===== src/rtl/g76_pkg.sv =====
// Shared widths, the pixel write record and the drain-state encoding for the pixel write queue.
// Pure type definitions: no latency and no backpressure.
package g76_pkg;

    localparam int X_W     = 9;
    localparam int Y_W     = 8;
    localparam int COLOR_W = 8;

    typedef struct packed {
        logic [X_W-1:0]     x;
        logic [Y_W-1:0]     y;
        logic [COLOR_W-1:0] color;
    } pixel_write_t;

    typedef enum logic [1:0] {
        IDLE,
        REQUEST,
        RELEASE
    } queue_state_t;

endpackage


===== src/rtl/pixel_fifo.sv =====
// Generic circular-buffer FIFO of pixel writes; the head entry is readable combinationally.
// Write-to-read latency is one edge. A push into a full FIFO is taken only when a pop lands on the same edge.
module pixel_fifo
    import g76_pkg::*;
#(
    parameter int DEPTH   = 16,
    parameter int COUNT_W = $clog2(DEPTH) + 1
) (
    input  logic               clock,
    input  logic               reset,
    input  logic               push,
    input  pixel_write_t       pushData,
    input  logic               pop,
    output pixel_write_t       popData,
    output logic               full,
    output logic               empty,
    output logic [COUNT_W-1:0] count
);

    localparam int PTR_W = $clog2(DEPTH);

    pixel_write_t     mem [DEPTH];
    logic [PTR_W-1:0] rdPtr;
    logic [PTR_W-1:0] wrPtr;
    logic             doPush;
    logic             doPop;

    assign doPop  = pop && !empty;
    assign doPush = push && (!full || doPop);

    // When full, wrPtr equals rdPtr: the head is read out before this edge overwrites it.
    always_ff @(posedge clock) begin
        if (doPush) begin
            mem[wrPtr] <= pushData;
        end
    end

    always_ff @(posedge clock or posedge reset) begin
        if (reset) begin
            rdPtr <= '0;
            wrPtr <= '0;
            count <= '0;
        end else begin
            if (doPush) begin
                wrPtr <= wrPtr + 1'b1;
            end
            if (doPop) begin
                rdPtr <= rdPtr + 1'b1;
            end
            if (doPush && !doPop) begin
                count <= count + 1'b1;
            end else if (doPop && !doPush) begin
                count <= count - 1'b1;
            end
        end
    end

    assign full    = (count == COUNT_W'(DEPTH));
    assign empty   = (count == '0);
    assign popData = mem[rdPtr];

endmodule


===== src/rtl/pixel_write_queue.sv =====
// Queues MCU pixel writes and replays them over a four-phase request/complete handshake.
// Strobe into an idle empty queue raises the request one edge later; writes to a full queue are dropped.
// PIXEL_QUEUE_DROP_COUNT_EN adds a saturating dropped-write counter.
module pixel_write_queue
    import g76_pkg::*;
#(
    parameter int DEPTH   = 16,
    parameter int COUNT_W = $clog2(DEPTH) + 1
) (
    input  logic               clock,
    input  logic               reset,
    input  logic [X_W-1:0]     inXCoord,
    input  logic [Y_W-1:0]     inYCoord,
    input  logic [COLOR_W-1:0] inData,
    input  logic               inWriteStrobe,
    output logic [X_W-1:0]     memoryXCoord,
    output logic [Y_W-1:0]     memoryYCoord,
    output logic [COLOR_W-1:0] memoryWriteData,
    output logic               memoryWriteRequest,
    input  logic               memoryWriteComplete,
    output logic               queueEmpty,
    output logic               queueFull,
    output logic [COUNT_W-1:0] queueCount,
    output logic               overflow,
    input  logic               overflowClear,
    output logic [15:0]        droppedCount
);

    queue_state_t state;
    pixel_write_t inEntry;
    pixel_write_t headEntry;
    logic         popNow;
    logic         dropNow;

    assign inEntry = '{x: inXCoord, y: inYCoord, color: inData};
    assign popNow  = (state == IDLE) && !queueEmpty;
    assign dropNow = inWriteStrobe && queueFull && !popNow;

    pixel_fifo #(
        .DEPTH   (DEPTH),
        .COUNT_W (COUNT_W)
    ) u_fifo (
        .clock    (clock),
        .reset    (reset),
        .push     (inWriteStrobe),
        .pushData (inEntry),
        .pop      (popNow),
        .popData  (headEntry),
        .full     (queueFull),
        .empty    (queueEmpty),
        .count    (queueCount)
    );

    // Outputs load only on the IDLE pop, so they stay stable for the whole handshake.
    always_ff @(posedge clock or posedge reset) begin
        if (reset) begin
            state              <= IDLE;
            memoryWriteRequest <= 1'b0;
            memoryXCoord       <= '0;
            memoryYCoord       <= '0;
            memoryWriteData    <= '0;
        end else begin
            case (state)
                IDLE: begin
                    if (popNow) begin
                        memoryXCoord       <= headEntry.x;
                        memoryYCoord       <= headEntry.y;
                        memoryWriteData    <= headEntry.color;
                        memoryWriteRequest <= 1'b1;
                        state              <= REQUEST;
                    end
                end
                REQUEST: begin
                    if (memoryWriteComplete) begin
                        memoryWriteRequest <= 1'b0;
                        state              <= RELEASE;
                    end
                end
                RELEASE: begin
                    if (!memoryWriteComplete) begin
                        state <= IDLE;
                    end
                end
                default: begin
                    memoryWriteRequest <= 1'b0;
                    state              <= IDLE;
                end
            endcase
        end
    end

    always_ff @(posedge clock or posedge reset) begin
        if (reset) begin
            overflow <= 1'b0;
        end else if (dropNow) begin
            overflow <= 1'b1;
        end else if (overflowClear) begin
            overflow <= 1'b0;
        end
    end

`ifdef PIXEL_QUEUE_DROP_COUNT_EN
    always_ff @(posedge clock or posedge reset) begin
        if (reset) begin
            droppedCount <= '0;
        end else if (dropNow) begin
            if (droppedCount != 16'hFFFF) begin
                droppedCount <= droppedCount + 1'b1;
            end
        end else if (overflowClear) begin
            droppedCount <= '0;
        end
    end
`else
    assign droppedCount = '0;
`endif

endmodule


===== config.mk =====
export PLATFORM = sky130hd
export DESIGN_NAME = pixel_write_queue
export DESIGN_NICKNAME = d
export VERILOG_FILES = /design/src/rtl/g76_pkg.sv /design/src/rtl/pixel_fifo.sv /design/src/rtl/pixel_write_queue.sv
export SDC_FILE = /design/constraint.sdc
export NUM_CORES = 1
export LEC_CHECK = 0
export BUFFER_PORTS_ARGS = -buffer_cell sky130_fd_sc_hd__buf_2
export CAP_MARGIN = 20
export CELL_PAD_IN_SITES_DETAIL_PLACEMENT = 1
export CELL_PAD_IN_SITES_GLOBAL_PLACEMENT = 1
export CORE_AREA = 2 2 211 213
export DETAILED_ROUTE_END_ITERATION = 6
export DIE_AREA = 0 0 213 215
export MAX_ROUTING_LAYER = met4
export PLACE_DENSITY_LB_ADDON = 0.12
export SLEW_MARGIN = 20
export SYNTH_ARGS = -nofsm -noshare
export SYNTH_HDL_FRONTEND = slang
export SYNTH_HIERARCHICAL = 1
export SYNTH_SLANG_ARGS = --single-unit
export TNS_END_PERCENT = 5

===== constraint.sdc =====
create_clock -name clock -period 10.7 [get_ports clock]
set_clock_uncertainty 0.2 [all_clocks]
set_input_delay 1.07 -clock clock [delete_from_list [all_inputs] [get_ports clock]]
set_output_delay 1.07 -clock clock [all_outputs]
set_load 0.05 [all_outputs]

==> out/results.txt <==
The run finished with clean final reports. For this design the total switching power over the nets is 0.00192 W. The number of global-route vias before repair was 8947. After synthesis, the cell types taking the most area are sky130_fd_sc_hd__edfxtp_1, sky130_fd_sc_hd__mux4_2, sky130_fd_sc_hd__dfrtp_1, sky130_fd_sc_hd__mux2i_1, sky130_fd_sc_hd__a221oi_1. The portion of synthesized area spent on multiplexers is 14.0%. The type of the worst setup path was register to register.

Buffers added to address setup during post-CTS repair amount to 0. From bottom edge to top edge, the die measures 215 um. Compound-cell area share of the yosys netlist: 4.91%.

The detailed placement HPWL was 20600 um. Max-cap violations in this run came to 0. Flip-flop cell with the highest count after synthesis: sky130_fd_sc_hd__edfxtp_1. The portion of the clock cycle consumed by the worst path in the final layout is 37.8%, and the total length of routed wires is 40100 um. The synthesized design contains 442 register bits.

The category of the worst setup path launch point was a register. Using the TritonRoute via totals, the vias-per-cell ratio works out to 5.37. The adder and majority gate portion of the synthesized area came out at 0.767%. The tightest hold path in the finished design has a slack of 0.285 ns. In the global route stage, met2 resource usage came out at 27.9%. The detailed router placed 8591 vias in this run. The number of failing hold endpoints at the final stage was 0. The clock network fraction of design power came out at 28.6%.

The internal power of the cells came out at 0.00375 W. Pin placement for this block handled 80 I/O pins. The post-cts hold buffer count was 0; the minimum clock period was 4.04 ns.

The share of the synthesized area in the top cell type was 69.4%; the core region area was 43600 um2. The cell count after synthesis is 893. The maximum fanout along the worst path came out at 25. The floorplan has 77 rows. The tools report the sink count of the clock tree as 442. The cell chosen for the clock root was sky130_fd_sc_hd__clkbuf_16. In this run the worst hold path is classified as register to register. The logs give 6.77 nW for the total leakage power and 0 for the total congestion overflow. In the layout the commonest cells are sky130_fd_sc_hd__edfxtp_1, sky130_fd_sc_hd__mux2i_1, sky130_fd_sc_hd__buf_2. Setup repair after global routing left no endpoint under its margin. Synthesis instantiated 41 different standard cells from the library. The sequential-to-total area share from yosys stat came out at 75.5%. The overall die area was 45800 um2; the number of enable-type register cells in the synthesized netlist was 400. Largest family of logic cells by synthesized area: multiplexers. The post-route netlist has 24.3% of its cells at a drive strength greater than 1.

The run gives 39.6% as the starting utilization of the core area. The biggest area contributor in the post-synthesis netlist is sky130_fd_sc_hd__edfxtp_1. The critical path goes through or4_4, nor2_1, nor3_4, buf_4, o31ai_4, nor3_1, and2_2. Entering global routing, the biggest net connects 52 pins.

In this run the most used layer during global routing was met2. For this run, the total global-route usage over all layers was measured as 18.6%. For the pin with the worst max-slew slack, the measured transition is 1.09 ns. The met3 demand-to-capacity share in global routing is 2.60%, and the horizontal extent of the die is 213 um. Simple-gate share of the synthesized area: 1.97%. The total power divided by cell area works out to 288 nW/um2. The register share of total power is 40.0%, and the post-synthesis area per instance is 19.4 um2. At the end of routability-driven placement, the weighted congestion stood at 0.719.

The area growth from synthesis to layout is 14.1%. The clock transition at the registers of the reported paths is 0.06 ns, and the logic gate share of total power is 31.4%. The switching share of power was 33.9%.

The tools report the number of warnings printed during yosys synthesis as 6. In this run, the number of DRC markers left after iteration 0 of detailed routing was 655. For the first-pass GRT wire length, the log shows 60200 um. The element type at the critical path end was a register. The number of gates resized after CTS was 0. Setup total negative slack on the finished layout was measured at 0 ns.

The xor/xnor share of the synthesized area is 0.557%, and the delay of the slowest cell on the worst path is 0.94 ns. The run gives 10.68 ns as the data required time at the worst endpoint. The count of unresolved DRC violations after routing was 0. For the number of antenna violations at the first check in global routing, the log shows 1. The first detailed-routing pass took 4 iterations. The number of clock buffers added by TritonCTS is 48. For the met1 global-route usage, the log shows 26.5%.

After filler insertion, the fill cell instance count of the layout stands at 4068. The cell area that synthesis handed to floorplanning was 17300 um2. Summing internal, switching and leakage power gives 0.00567 W.

The net count of the finished layout is 1008. The library cell used most frequently in the layout, excluding fill and tap cells, is sky130_fd_sc_hd__edfxtp_1. In this run the tool buffered the top-level ports with 63 buffer cells. IR analysis of the VDD net gives a maximum drop of 0.141 mV. For the maximum clock frequency, the log shows 247 MHz. The run gives 3 as the maximum count of clock buffers along a single path. Average routed wire per standard cell: 25.0 um. The worst pin sits at a relative slew slack of 27.7%. Once detail routing completed, the nets flagged for antenna violations numbered 0. For this design, the slowest cell found on the critical path is sky130_fd_sc_hd__and2_2. The setup-violating endpoint count in the final report came out at 0. Measured on the finished design, the core utilization comes to 45.2%.

The H-tree depth was 2; the share of flip-flops with an asynchronous set or reset was 9.50%. The run gives 0 as the final max-slew violation count. At the worst endpoint, the arrival time is 4.03 ns. TritonCTS built the clock tree. The later pin in the worst-skew pair is clocked with a latency of 0.58 ns.
[Yosys cell counts (2+ instances only)]
cell                       count
sky130_fd_sc_hd__a21oi_1       2
sky130_fd_sc_hd__a221oi_1     50
sky130_fd_sc_hd__a22oi_1      25
sky130_fd_sc_hd__and2_1       17
sky130_fd_sc_hd__buf_2        15
sky130_fd_sc_hd__buf_4        20
sky130_fd_sc_hd__buf_6         2
sky130_fd_sc_hd__clkbuf_1     25
sky130_fd_sc_hd__dfrtp_1      42
sky130_fd_sc_hd__edfxtp_1    400
sky130_fd_sc_hd__ha_1          9
sky130_fd_sc_hd__inv_1        10
sky130_fd_sc_hd__mux2_2       25
sky130_fd_sc_hd__mux2i_1     101
sky130_fd_sc_hd__mux4_2       50
sky130_fd_sc_hd__nand2_1      34
sky130_fd_sc_hd__nor2_1        4
sky130_fd_sc_hd__nor3b_1       2
sky130_fd_sc_hd__o21ai_0      28
sky130_fd_sc_hd__o22ai_1       2
sky130_fd_sc_hd__xnor2_1       9
sky130_fd_sc_hd__xor2_1        2
[final cells by class]
cell class                 count  area, um2  share of cell area, %
timing repair buffer          72        383                   1.94
tap                          592        741                   3.75
clock inverter                19        149                  0.755
sequential                   442      13100                   66.2
antenna                        1       2.50                 0.0127
clock buffer                  71       1410                   7.15
multi-input combinational    393       3940                   20.0
inverter                      11       41.3                  0.209
[sequential cells by signal (all words and copies together) (netlist names), 2 cells and up]
register	count
memoryXCoord	9
state	2
u_fifo/count	5
u_fifo/wrPtr	4
memoryWriteData	8
memoryYCoord	8
u_fifo/mem	400
u_fifo/rdPtr	4
[cells by family (layout without fill, tap and decap cells)]
| family | after synthesis | after routing |
|---|---|---|
| buffers and inverters | 73 | 173 |
| AOI/OAI and AO/OA | 113 | 113 |
| muxes | 177 | 177 |
| other | 1 | 17 |
| adders and majority gates | 10 | 10 |
| xor gates and xnor gates | 11 | 11 |
| and+or+nand+nor | 66 | 66 |
| DFF | 442 | 442 |
[stage by stage]
step / cells / setup WS [ns] / instance area, um2
floorplan: 908 / 6.33 / 17400
global placement: 1510 / 6.65 / 18200
detailed placement: 1510 / 6.60 / 18200
CTS: 1600 / 6.60 / 19700
global route: 1601 / 6.35 / 19700
finish: 1601 / 6.66 / 19700
[worst max-delay path: cells and delay by family, from the launching register on]
kind | cells | cell delay [ns]
flops | 1 | 0.44
buf+inv | 1 | 0.49
compound gates | 1 | 0.14
simple gates | 5 | 2.35
[layer usage]
| layer | part of all wire [%] | routed length [um] |
|---|---|---|
| met1 | 47 | 19000 |
| met2 | 47 | 19000 |
| met3 | 3.6 | 1430 |
| met4 | 1.6 | 657 |
| met5 | 0 | 0 |
[worst paths after layout]
path                            cells past startpoint                        start  slack [ns]                           to
worst min register to register                      1  memoryXCoord[8]$_DFFE_PP0P_        0.28  memoryXCoord[8]$_DFFE_PP0P_
worst min-delay path                                1  memoryXCoord[8]$_DFFE_PP0P_        0.28  memoryXCoord[8]$_DFFE_PP0P_
max in group asynchronous                           2                        reset        9.17  memoryYCoord[1]$_DFFE_PP0P_
worst max register to register                      7  u_fifo/count[0]$_DFFE_PP0P_        6.66  u_fifo/mem[2][10]$_DFFE_PP_
worst max-delay path                                7  u_fifo/count[0]$_DFFE_PP0P_        6.66  u_fifo/mem[2][10]$_DFFE_PP_
min in group asynchronous                           2                        reset        0.35  u_fifo/count[1]$_DFFE_PP0P_
[power groups by stage]
stage	Sequential [W]	Combinational (W)	Clock, W
2_1_floorplan	0.00244	0.00115	0
3_3_place_gp	0.00230	0.00179	0
3_5_place_dp	0.00231	0.00181	0
4_1_cts	0.00228	0.00182	0.00166
5_1_grt	0.00230	0.00193	0.00173
6_report	0.00227	0.00178	0.00162
Power figures use the tool's default switching activity.
